File: config.mk
export PLATFORM = sky130hd
export DESIGN_NAME = issue_select
export DESIGN_NICKNAME = d
export VERILOG_FILES = /design/src/rtl/issue_select.sv
export SDC_FILE = /design/constraint.sdc
export NUM_CORES = 1
export LEC_CHECK = 0
export CORE_ASPECT_RATIO = 1.5
export CORE_MARGIN = 4
export CORE_UTILIZATION = 43
export DETAILED_ROUTE_END_ITERATION = 12
export PLACE_DENSITY = 0.91
export SLEW_MARGIN = 10
export SYNTH_ARGS = -nofsm -noshare
export SYNTH_HDL_FRONTEND = slang
export SYNTH_SLANG_ARGS = --single-unit
File: constraint.sdc
create_clock -name clock -period 3.6 [get_ports clock]
set_input_delay 0.36 -clock clock [delete_from_list [all_inputs] [get_ports clock]]
set_output_delay 0.36 -clock clock [all_outputs]
set_load 0.005 [all_outputs]
File: src/rtl/issue_select.sv
`default_nettype none
//==============================================================================
// Module   : issue_select
// Brief    : Picks ready RS entries into `N registered issue lanes with branch
//            squash; define ISSUE_SELECT_RR_EN for a round-robin search pointer.
// Revision : 1.0 - initial release
//==============================================================================

`ifndef N
`define N 2
`endif
`ifndef RS_SZ
`define RS_SZ 8
`endif
`ifndef B_MASK_W
`define B_MASK_W 4
`endif

`ifndef ISSUE_SELECT_TYPES_DEFINED
`define ISSUE_SELECT_TYPES_DEFINED
typedef logic [`B_MASK_W-1:0] B_MASK_MASK;
typedef struct packed {
  logic [7:0] opcode;
  logic [5:0] dest_tag;
  B_MASK_MASK b_mask;
  logic       Source1_ready;
  logic       Source2_ready;
} RS_PACKET;
`endif

module issue_select (
  input  logic              clock,
  input  logic              reset,
  input  RS_PACKET          RS_data [`RS_SZ],
  input  logic [`RS_SZ-1:0] rs_valid,
  input  logic [`N-1:0]     fu_ready,
  input  B_MASK_MASK        b_mm_resolve,
  input  logic              b_mm_mispred,
  output logic [`RS_SZ-1:0] rs_data_issuing,
  output RS_PACKET          issue_packets [`N],
  output logic [`N-1:0]     issue_valid
);

  localparam int c_N     = `N;
  localparam int c_RS_SZ = `RS_SZ;
  localparam int c_PW    = (c_RS_SZ > 1) ? $clog2(c_RS_SZ) : 1;

  logic [c_RS_SZ-1:0] w_eligible;
  logic [c_N-1:0]     w_lane_free;
  logic [c_N-1:0]     w_lane_take;
  logic [c_PW-1:0]    w_lane_sel [c_N];
  logic [c_RS_SZ-1:0] w_taken;
  logic               w_found;
  logic [c_PW:0]      w_sum;
  logic [c_PW-1:0]    w_idx;
  logic [c_PW-1:0]    w_base;

  RS_PACKET           r_issue_packets [c_N];
  logic [c_N-1:0]     r_issue_valid;

  // An entry whose branch is being mispredicted this cycle must not issue.
  for (genvar i = 0; i < c_RS_SZ; i++) begin : g_elig
    assign w_eligible[i] = rs_valid[i] & RS_data[i].Source1_ready & RS_data[i].Source2_ready
                         & ~(b_mm_mispred & (|(RS_data[i].b_mask & b_mm_resolve)));
  end

  assign w_lane_free = ~r_issue_valid | fu_ready;

`ifdef ISSUE_SELECT_RR_EN
  logic [c_PW-1:0] r_rr_ptr;
  logic [c_PW-1:0] w_last_sel;

  assign w_base = r_rr_ptr;

  always_comb begin
    w_last_sel = r_rr_ptr;
    for (int k = 0; k < c_N; k++) begin
      if (w_lane_take[k]) w_last_sel = w_lane_sel[k];
    end
  end

  always_ff @(posedge clock) begin
    if (reset) begin
      r_rr_ptr <= '0;
    end else if (|w_lane_take) begin
      r_rr_ptr <= (w_last_sel == c_PW'(c_RS_SZ - 1)) ? '0 : w_last_sel + 1'b1;
    end
  end
`else
  assign w_base = '0;
`endif

  // Free lanes are filled in ascending order, each taking the next unclaimed
  // eligible entry in search order starting at w_base.
  always_comb begin
    w_taken     = '0;
    w_lane_take = '0;
    w_found     = 1'b0;
    w_sum       = '0;
    w_idx       = '0;
    for (int k = 0; k < c_N; k++) w_lane_sel[k] = '0;
    for (int k = 0; k < c_N; k++) begin
      w_found = 1'b0;
      for (int j = 0; j < c_RS_SZ; j++) begin
        w_sum = (c_PW+1)'(w_base) + (c_PW+1)'(j);
        w_idx = c_PW'((w_sum >= (c_PW+1)'(c_RS_SZ)) ? (w_sum - (c_PW+1)'(c_RS_SZ)) : w_sum);
        if (w_lane_free[k] && !w_found && w_eligible[w_idx] && !w_taken[w_idx]) begin
          w_found        = 1'b1;
          w_taken[w_idx] = 1'b1;
          w_lane_take[k] = 1'b1;
          w_lane_sel[k]  = w_idx;
        end
      end
    end
  end

  assign rs_data_issuing = reset ? '0 : w_taken;

  always_ff @(posedge clock) begin
    for (int k = 0; k < c_N; k++) begin
      if (reset) begin
        r_issue_valid[k]   <= 1'b0;
        r_issue_packets[k] <= '0;
      end else if (w_lane_take[k]) begin
        r_issue_valid[k]   <= 1'b1;
        r_issue_packets[k] <= RS_data[w_lane_sel[k]];
        if (!b_mm_mispred) begin
          r_issue_packets[k].b_mask <= RS_data[w_lane_sel[k]].b_mask & ~b_mm_resolve;
        end
      end else if (r_issue_valid[k] && !fu_ready[k]) begin
        // Stalled lane: squash on a matching mispredict, else drop resolved bits.
        if (b_mm_mispred && (|(r_issue_packets[k].b_mask & b_mm_resolve))) begin
          r_issue_valid[k] <= 1'b0;
        end else if (!b_mm_mispred) begin
          r_issue_packets[k].b_mask <= r_issue_packets[k].b_mask & ~b_mm_resolve;
        end
      end else begin
        r_issue_valid[k] <= 1'b0;
      end
    end
  end

  assign issue_packets = r_issue_packets;
  assign issue_valid   = r_issue_valid;

endmodule

`default_nettype wire

==> flow_metrics.py, run 1 <==
metrics = {
    "status": {
        "outcome": "complete, no violations",
    },
    "timing": {
        "min_period_ns": 3.450,
        "maxSlewViolCount": 0,
        "setup_viol": 0,
        "rsz0062_at_grt": "no",
        "finClkSkew_ns": 0.005770,
        "timing.fmax_mhz": 289.8,
        "finalHoldViolations": 0,
        "worst_slew_pin_slew_ns": 0.5711,
        "finalSetupTns_ns": 0,
        "max_slew_margin_pct": 61.85,
        "post-route-period-util_pct": 95.84,
        "whs_ns": 0.4794,
    },
    "cts": {
        "cts_buffers": 5,
        "cts_tree": "built",
        "cts-root-buf": "clkbuf_16",
        "h-tree-depth": 2,
        "cts_sinks": 42,
        "insertion_delay_ns": 0.29,
        "ctsLongestPathBuffers": 2,
        "clkTransAtPathRegs_ns": 0.07,
    },
    "logic_synthesis": {
        "synth-edff-count": 0,
        "synthCells": 618,
        "syn_area_um2": 4862,
        "ys_seq_elements": 42,
        "syn-num-nets": 795,
        "yosysTopAreaCell": "mux2i_1",
        "synth.yosys.seq_area_share_pct": 17.29,
        "async_flop_share_pct": 0,
        "synth-main-ff-cell": "dfxtp_1",
        "synth.area.top_cells": "mux2i_1 (19%), dfxtp_1 (17%), mux2_2 (7.2%)",
        "syn_avg_cell_area_um2": 7.868,
        "synth_cell_types": 59,
        "yosys_warnings": 0,
        "synth_top_area_share_pct": 19.35,
    },
    "routing": {
        "vias": 6304,
        "drc_errors": 0,
        "ant_nets": 0,
        "wl_per_cell_um": 21.23,
        "routed_wl_um": 21650,
        "first_iter_violations": 378,
        "viasPerCell": 6.180,
        "drtPass1Iterations": 5,
    },
    "finish": {
        "layout-drive-gt1-share_pct": 15.92,
        "final_nets": 1049,
        "area.growth.synth_to_final_pct": 61.12,
        "final_cell_mix": "clkdlybuf4s50_1 (221), mux2i_1 (94), buf_4 (66)",
        "antenna_cells": 0,
        "final_common_cell": "clkdlybuf4s50_1",
    },
    "die": {
        "die-area_um2": 13110,
        "rows": 47,
        "start_util_pct": 43.98,
        "core-area_um2": 11060,
        "die_w_um": 94.83,
        "num_io_pins": 227,
        "die_h_um": 138.2,
    },
    "grt": {
        "antenna_found_initial": 0,
        "grt_use_total_pct": 31.09,
        "grt_max_degree": 38,
        "grt_pass1_vias": 6393,
        "grt-ovfl-total": 0,
        "grt_first_pass_wirelength_um": 32060,
    },
    "power_and_ir_drop": {
        "p_leak_nw": 3.291,
        "ir_drop_v": 0.0001785,
        "p_per_area_nw_per_um2": 288.3,
    },
    "setup_path": {
        "cp-start-kind": "input port",
        "crit_type": "input port to primary output",
        "endpoint_kind": "primary output",
        "required_ns": 3.24,
        "arrival_ns": 3.09,
        "critPathMaxFanout": 7,
    },
    "worst_hold_path": {
        "hold_class": "flip-flop to flip-flop",
    },
    "placed_design": {
        "port_buffers": 226,
        "gp_congestion": 1.026,
        "hpwl_um": 17000,
    },
    "job": {
        "max-cap-violations": 0,
    },
}
cells in the mapped netlist (2+ instances only):
cell and instances:
a31oi_1 9, o2111ai_1 2, a211o_1 6, a21boi_0 2
nand2_1 56, nor3_1 12, nor2_1 43, mux2_2 31
a22oi_1 33, clkbuf_1 23, buf_6 8, o21ai_0 15
buf_2 14, and2_1 14, or2_1 2, a21oi_1 47
buf_4 5, nor2b_1 7, and3_1 14, o21ai_1 13
a41o_1 3, a22oi_2 6, nand3_1 20, a22o_1 10
o21a_1 3, nand4_1 4, o2bb2ai_1 2, dfxtp_1 42
a211oi_1 18, nor4_1 12, o211ai_1 15, mux2i_1 94
nand2b_1 2, nor4_2 3, a21o_1 4
power breakdown:
group	internal, mW	switching [mW]	total (mW)
logic	0.627	0.539	1.17
clock network	0.329	0.201	0.530
registers	0.524	0.0385	0.562
total	1.48	0.779	2.26
timing repair:
item,in CTS,in global routing
endpoints found under the hold margin,0,0
hold buffers,0,0
setup buffers,0,1
gates resized for setup,0,4
setup endpoints to repair,0,2
cells by family after synthesis:
| logic type | count (synthesis) | synth area share [%] |
|---|---|---|
| AO/OA/AOI/OAI | 202 | 29.59 |
| AND/OR/NAND/NOR | 195 | 19.87 |
| multiplexers | 125 | 26.53 |
| buffers and inverters | 54 | 6.716 |
| flip-flops | 42 | 17.29 |
per-stage QoR:
stage,cell area (µm²),instances,util (%),power [mW],setup WS [ns]
CTS,7816,1019,70.70,2.246,0.09530
floorplan,4862,618,-,1.139,0.8338
finish,7834,1020,70.86,2.258,0.1497
global route,7834,1020,70.86,2.363,0.04589
global placement,7647,1011,69.17,1.692,0.08090
detailed placement,7647,1011,69.17,1.713,0.03242
cell type report:
| class | instances | area (µm²) |
|---|---|---|
| multi-input combinational | 522 | 3730 |
| fill | 865 | 3222 |
| timing repair buffer | 299 | 2903 |
| sequential | 42 | 840.8 |
| tap | 147 | 183.9 |
| clock buffer | 5 | 125.1 |
| clock inverter | 3 | 43.79 |
| inverter | 2 | 7.507 |
layer usage:
layer	up-vias	routed length, µm	global-route usage, %
met1	2910	7565	32.92
li1	2887	-	-
met5	-	0	0
met2	412	10620	54.76
met3	95	2089	5.870
met4	0	1378	19.77
registers in the layout, summed over array words and instances (netlist names):
signal / flops
issue_packets: 40
issue_valid: 2
critical path, stage by stage:
cell and delay [ns]:
clkdlybuf4s50_1 0.64, inv_2 0.16, a21oi_4 0.20, or2_1 0.20, o211ai_1 0.17, a211oi_2 0.32
a21boi_0 0.17, o22a_1 0.20, nor3_1 0.13, clkdlybuf4s50_1 0.53
path summary, 6_finish.rpt:
kind	slack, ns	startpoint	depth (start not counted)	endpoint
max	0.15	b_mm_mispred	10	rs_data_issuing[6]
min	0.48	issue_packets[0]	2	issue_packets[0]
max reg2reg	0.82	issue_valid[0]	12	issue_packets[9]
min reg2reg	0.48	issue_packets[0]	2	issue_packets[0]
Note: power is estimated with default switching activity, not from simulation.
==> run 2: changes to the inputs <==
--- a/config.mk
+++ b/config.mk
@@ -5,8 +5,8 @@
 export SDC_FILE = /design/constraint.sdc
 export NUM_CORES = 1
 export LEC_CHECK = 0
+export ABC_CLOCK_PERIOD_IN_PS = 3600
 export CORE_ASPECT_RATIO = 1.5
-export CORE_MARGIN = 4
 export CORE_UTILIZATION = 43
 export DETAILED_ROUTE_END_ITERATION = 12
 export PLACE_DENSITY = 0.91
==> flow_metrics.py, run 2 (synthesis gave the netlist of run 1 again) <==
metrics = {
    "grt": {
        "antenna_found_initial": 0,
        "grt_first_pass_wirelength_um": 32890,
        "grt-ovfl-total": 0,
        "grt_use_total_pct": 36.74,
        "grt_pass1_vias": 6351,
        "grt_max_degree": 45,
    },
    "finish": {
        "final_nets": 1031,
        "antenna_cells": 0,
        "layout-drive-gt1-share_pct": 14.15,
        "largest_register_ffs": 40,
        "area.growth.synth_to_final_pct": 58.03,
        "final_cell_mix": "clkdlybuf4s50_1 (224), mux2i_1 (94), nand2_1 (56)",
        "final_common_cell": "clkdlybuf4s50_1",
        "instances_no_fill": 1002,
    },
    "placed_design": {
        "port_buffers": 226,
        "place_inst": 994,
        "gp_congestion": 1.045,
        "hpwl_um": 16670,
    },
    "setup_path": {
        "required_ns": 3.24,
        "critical-path-top-delay-family": "compound AO/OA/AOI/OAI gates",
        "critPathMostFrequentCell": "clkdlybuf4s50_1",
        "critical_path.slowest_cell": "clkdlybuf4s50_1",
        "endpoint_kind": "primary output",
        "crit_type": "input port to primary output",
        "worst-path-buf-inv": 2,
        "critPathMaxFanout": 5,
        "path_cells": "clkdlybuf4s50_1 > a22oi_2 > a21oi_4 > or2_1 > o211ai_1 > a211oi_2 > a21boi_0 > o22a_1 > nor3_1 > clkdlybuf4s50_1",
        "arrival_ns": 3.11,
        "slowest_delay_ns": 0.62,
        "cp-start-kind": "input port",
    },
    "timing": {
        "setup_viol": 0,
        "maxSlewViolCount": 0,
        "rsz0062_at_grt": "no",
        "post-route-period-util_pct": 96.49,
        "max_slew_margin_pct": 57.79,
        "worst_slew_pin_slew_ns": 0.6316,
        "whs_ns": 0.4723,
        "finClkSkew_ns": 0.008096,
        "timing.fmax_mhz": 287.9,
        "min_period_ns": 3.474,
        "finalHoldViolations": 0,
    },
    "power_and_ir_drop": {
        "p_per_area_nw_per_um2": 284.6,
        "internal_power_mw": 1.393,
        "power_frac_seq_pct": 25.8,
        "pwr-share-comb_pct": 52.5,
        "ir_drop_v": 0.0001945,
        "p_leak_nw": 3.163,
        "p_clk_share_pct": 21.7,
        "swShare_pct": 36.29,
        "power_switching_uw": 793.5,
    },
    "status": {
        "outcome": "complete, no violations",
    },
    "job": {
        "max-cap-violations": 0,
    },
    "cts": {
        "clkTransAtPathRegs_ns": 0.07,
        "hold_buffers": 0,
        "insertion_delay_ns": 0.29,
        "h-tree-depth": 2,
        "ctsLongestPathBuffers": 2,
        "cts_tree": "built",
        "cts_buffers": 5,
        "cts-root-buf": "clkbuf_16",
        "cts_sinks": 42,
    },
    "die": {
        "die_h_um": 132.2,
        "start_util_pct": 44.21,
        "die-area_um2": 11750,
        "rows": 47,
        "num_io_pins": 227,
        "die_w_um": 88.83,
        "core-area_um2": 11000,
    },
    "routing": {
        "routed_wl_um": 21850,
        "wl_per_cell_um": 21.81,
        "first_iter_violations": 362,
        "drtPass1Iterations": 5,
        "viasPerCell": 6.289,
        "ant_nets": 0,
        "drc_errors": 0,
        "vias": 6302,
    },
    "worst_hold_path": {
        "hold_class": "flip-flop to flip-flop",
    },
}
run 2: cell types whose count changed in the layout (fill, tap and decap cells not counted):
cell | before | now
clkinv_2 | 1 | 0
buf_4 | 66 | 47
clkdlybuf4s50_1 | 221 | 224
clkinvlp_4 | 0 | 2
buf_12 | 7 | 8
dlymetal6s2s_1 | 4 | 1
bufinv_16 | 1 | 0
run 2: routing by layer:
metal / up-vias / track usage [%] / share of wire [%]
met1: 2932 / 37.10 / 33
li1: 2842 / - / -
met2: 412 / 63.33 / 50
met4: 0 / 27.96 / 7.2
met3: 116 / 8.391 / 9.4
met5: - / 0 / 0
run 2: path summary, 6_finish.rpt:
path | end | startpoint | depth (start not counted) | slack, ns
setup reg to reg | issue_packets[13] | issue_valid[0] | 12 | 0.63
hold / removal | issue_packets[0] | issue_packets[0] | 2 | 0.47
setup / recovery | rs_data_issuing[6] | b_mm_resolve[2] | 10 | 0.13
hold reg to reg | issue_packets[0] | issue_packets[0] | 2 | 0.47
run 2: final cells by class:
| type | instances | area [µm²] |
|---|---|---|
| fillers | 861 | 3313 |
| well taps | 147 | 183.9 |
| clock buffers | 5 | 125.1 |
| flip-flops and latches | 42 | 840.8 |
| multi-input cells | 522 | 3730 |
| inverters | 2 | 7.507 |
| clock inverters | 3 | 23.77 |
| repair buffers | 281 | 2773 |
run 2: power groups by stage:
stage	combinational, mW	clock [mW]	sequential, mW
after CTS	1.13	0.478	0.562
after detailed placement	1.13	0	0.572
final	1.15	0.474	0.564
after global placement	1.10	0	0.571
after global routing	1.22	0.500	0.569
after floorplan	0.571	0	0.568
run 2: metrics by stage:
| stage | area (µm²) | power, mW | util, % | setup TNS [ns] | setup slack [ns] |
|---|---|---|---|---|---|
| 3_5_place_dp | 7532 | 1.697 | 68.49 | -0.1288 | -0.05495 |
| 4_1_cts | 7681 | 2.172 | 69.85 | 0 | 0.1465 |
| 6_report | 7684 | 2.186 | 69.87 | 0 | 0.1265 |
| 5_1_grt | 7684 | 2.286 | 69.87 | 0 | 0.01537 |
| 2_1_floorplan | 4862 | 1.139 | - | 0 | 0.8338 |
| 3_3_place_gp | 7532 | 1.674 | 68.49 | 0 | 0.05984 |
run 2: what timing repair did:
item                                    in CTS  in global routing
setup buffers                                0                  0
endpoints found under the setup margin       0                  3
resized for setup                            0                  1
run 2: worst min-delay path: stages, from the launching register on:
cell and delay [ns]:
dfxtp_1 0.33, nor2_1 0.05, nor2_1 0.07
==> run 3: changes to the inputs <==
--- a/config.mk
+++ b/config.mk
@@ -6,8 +6,11 @@
 export NUM_CORES = 1
 export LEC_CHECK = 0
 export ABC_CLOCK_PERIOD_IN_PS = 3600
+export CELL_PAD_IN_SITES_DETAIL_PLACEMENT = 1
+export CELL_PAD_IN_SITES_GLOBAL_PLACEMENT = 1
 export CORE_ASPECT_RATIO = 1.5
-export CORE_UTILIZATION = 43
+export CORE_UTILIZATION = 30
+export CTS_BUF_LIST = sky130_fd_sc_hd__clkbuf_8
 export DETAILED_ROUTE_END_ITERATION = 12
 export PLACE_DENSITY = 0.91
 export SLEW_MARGIN = 10
==> flow_metrics.py, run 3 (synthesis gave the netlist of run 1 again) <==
metrics = {
    "status": {
        "outcome": "complete, no violations",
    },
    "setup_path": {
        "critPathMaxFanout": 6,
        "cp-start-kind": "input port",
        "arrival_ns": 3.09,
        "path_cells": "clkdlybuf4s50_1 > buf_4 > a22oi_2 > nand2_1 > a21o_1 > o211ai_1 > a211oi_2 > buf_4 > a21boi_0 > o22a_1 > nor3_1 > clkdlybuf4s50_1",
        "crit_type": "input port to primary output",
        "critical-path-top-delay-family": "buffers and inverters",
        "critical_path.slowest_cell": "clkdlybuf4s50_1",
        "endpoint_kind": "primary output",
        "required_ns": 3.24,
        "worst-path-buf-inv": 4,
        "slowest_delay_ns": 0.53,
    },
    "timing": {
        "finalSetupTns_ns": 0,
        "min_period_ns": 3.451,
        "rsz0062_at_grt": "no",
        "timing.fmax_mhz": 289.8,
        "post-route-period-util_pct": 95.87,
        "worst_slew_pin_slew_ns": 0.6476,
        "finalHoldViolations": 0,
        "setup_viol": 0,
        "fin_ws_ns": 0.1489,
        "finClkSkew_ns": 0.008424,
        "max_slew_margin_pct": 56.43,
        "maxSlewViolCount": 0,
        "whs_ns": 0.4815,
    },
    "die": {
        "core-area_um2": 15770,
        "die-area_um2": 16730,
        "die_h_um": 157.9,
        "rows": 56,
        "die_w_um": 105.9,
        "start_util_pct": 30.84,
        "num_io_pins": 227,
    },
    "power_and_ir_drop": {
        "power_mw": 2.103,
        "p_per_area_nw_per_um2": 266.6,
        "p_leak_nw": 3.242,
        "ir_drop_v": 0.0001457,
    },
    "routing": {
        "vias": 6283,
        "dr.max_layer_used": "met5",
        "routed_wl_um": 23920,
        "first_iter_violations": 290,
        "drc_errors": 0,
        "wl_per_cell_um": 22.25,
        "ant_nets": 0,
        "met3_length_um": 1273,
        "routed-wl-met2_um": 13030,
        "viasPerCell": 5.845,
        "wl_met1_um": 8650,
        "drtPass1Iterations": 4,
    },
    "finish": {
        "post-route-util_pct": 50.05,
        "final_cell_mix": "clkdlybuf4s50_1 (224), mux2i_1 (94), buf_4 (60)",
        "antenna_cells": 0,
        "final_nets": 1048,
        "final_common_cell": "clkdlybuf4s50_1",
        "layout-drive-gt1-share_pct": 16.06,
        "area.growth.synth_to_final_pct": 62.27,
        "largest_register_ffs": 40,
    },
    "grt": {
        "grt_pass1_vias": 6840,
        "grt_first_pass_wirelength_um": 36100,
        "grt_max_degree": 44,
        "grt_use_total_pct": 28.05,
        "grt-ovfl-total": 0,
        "antenna_found_initial": 1,
    },
    "placed_design": {
        "port_buffers": 226,
        "dp_slack_ns": -0.1518,
        "gp_congestion": 0.9467,
        "hpwl_um": 19470,
    },
    "cts": {
        "cts_buffers": 5,
        "cts_tree": "built",
        "ctsLongestPathBuffers": 2,
        "cts_sinks": 42,
        "insertion_delay_ns": 0.31,
        "cts-root-buf": "clkbuf_8",
        "h-tree-depth": 2,
        "clkTransAtPathRegs_ns": 0.10,
    },
    "worst_hold_path": {
        "hold_class": "flip-flop to flip-flop",
    },
    "job": {
        "max-cap-violations": 0,
    },
}
==> run 3: cell count changes in the layout (fill, tap and decap cells not counted), sizes merged <==
cell,delta
buf,+17
==> run 3: cell type report <==
class | instances | area, µm²
fillers | 1889 | 7875
multi-input cells | 522 | 3745
repair buffers | 298 | 2950
flip-flops and latches | 42 | 840.8
well taps | 203 | 254.0
clock buffers | 5 | 68.82
clock inverters | 3 | 23.77
inverters | 2 | 7.507
==> run 3: report_power, final <==
part / switching (mW) / internal, mW / leakage (nW) / total (mW)
sequential: 0.0410 / 0.523 / 0.345 / 0.564
clock: 0.202 / 0.139 / 0.0408 / 0.342
combinational: 0.557 / 0.640 / 2.86 / 1.20
total: 0.801 / 1.30 / 3.24 / 2.10
==> run 3: layer usage <==
layer	up-vias	global-route usage, %
li1	2873	-
met1	3070	26.85
met2	274	57.21
met3	64	3.993
met4	2	13.89
met5	-	0
==> run 3: worst paths after layout <==
path | start | end | slack (ns) | cells after the start
setup reg to reg | issue_valid[0] | issue_packets[4] | 0.63 | 11
setup / recovery | b_mm_resolve[0] | rs_data_issuing[6] | 0.15 | 12
hold / removal | issue_packets[0] | issue_packets[0] | 0.48 | 2
hold reg to reg | issue_packets[0] | issue_packets[0] | 0.48 | 2
==> run 3: metrics by stage <==
step | cell area (µm²) | instances
floorplan | 4862 | 618
global placement | 7765 | 1065
detailed placement | 7765 | 1065
CTS | 7858 | 1073
global route | 7890 | 1075
finish | 7890 | 1075
==> run 3: timing repair <==
item	4_1_cts	5_1_grt
endpoints found under the setup margin	0	2
hold buffers	0	0
resized for setup	0	4
endpoints found under the hold margin	0	0
setup buffers	0	2
==> run 3: worst min-delay path, delay by kind of cell (launching register included) <==
family / cells / cell delay (ns)
simple gates: 2 / 0.11
flops: 1 / 0.34
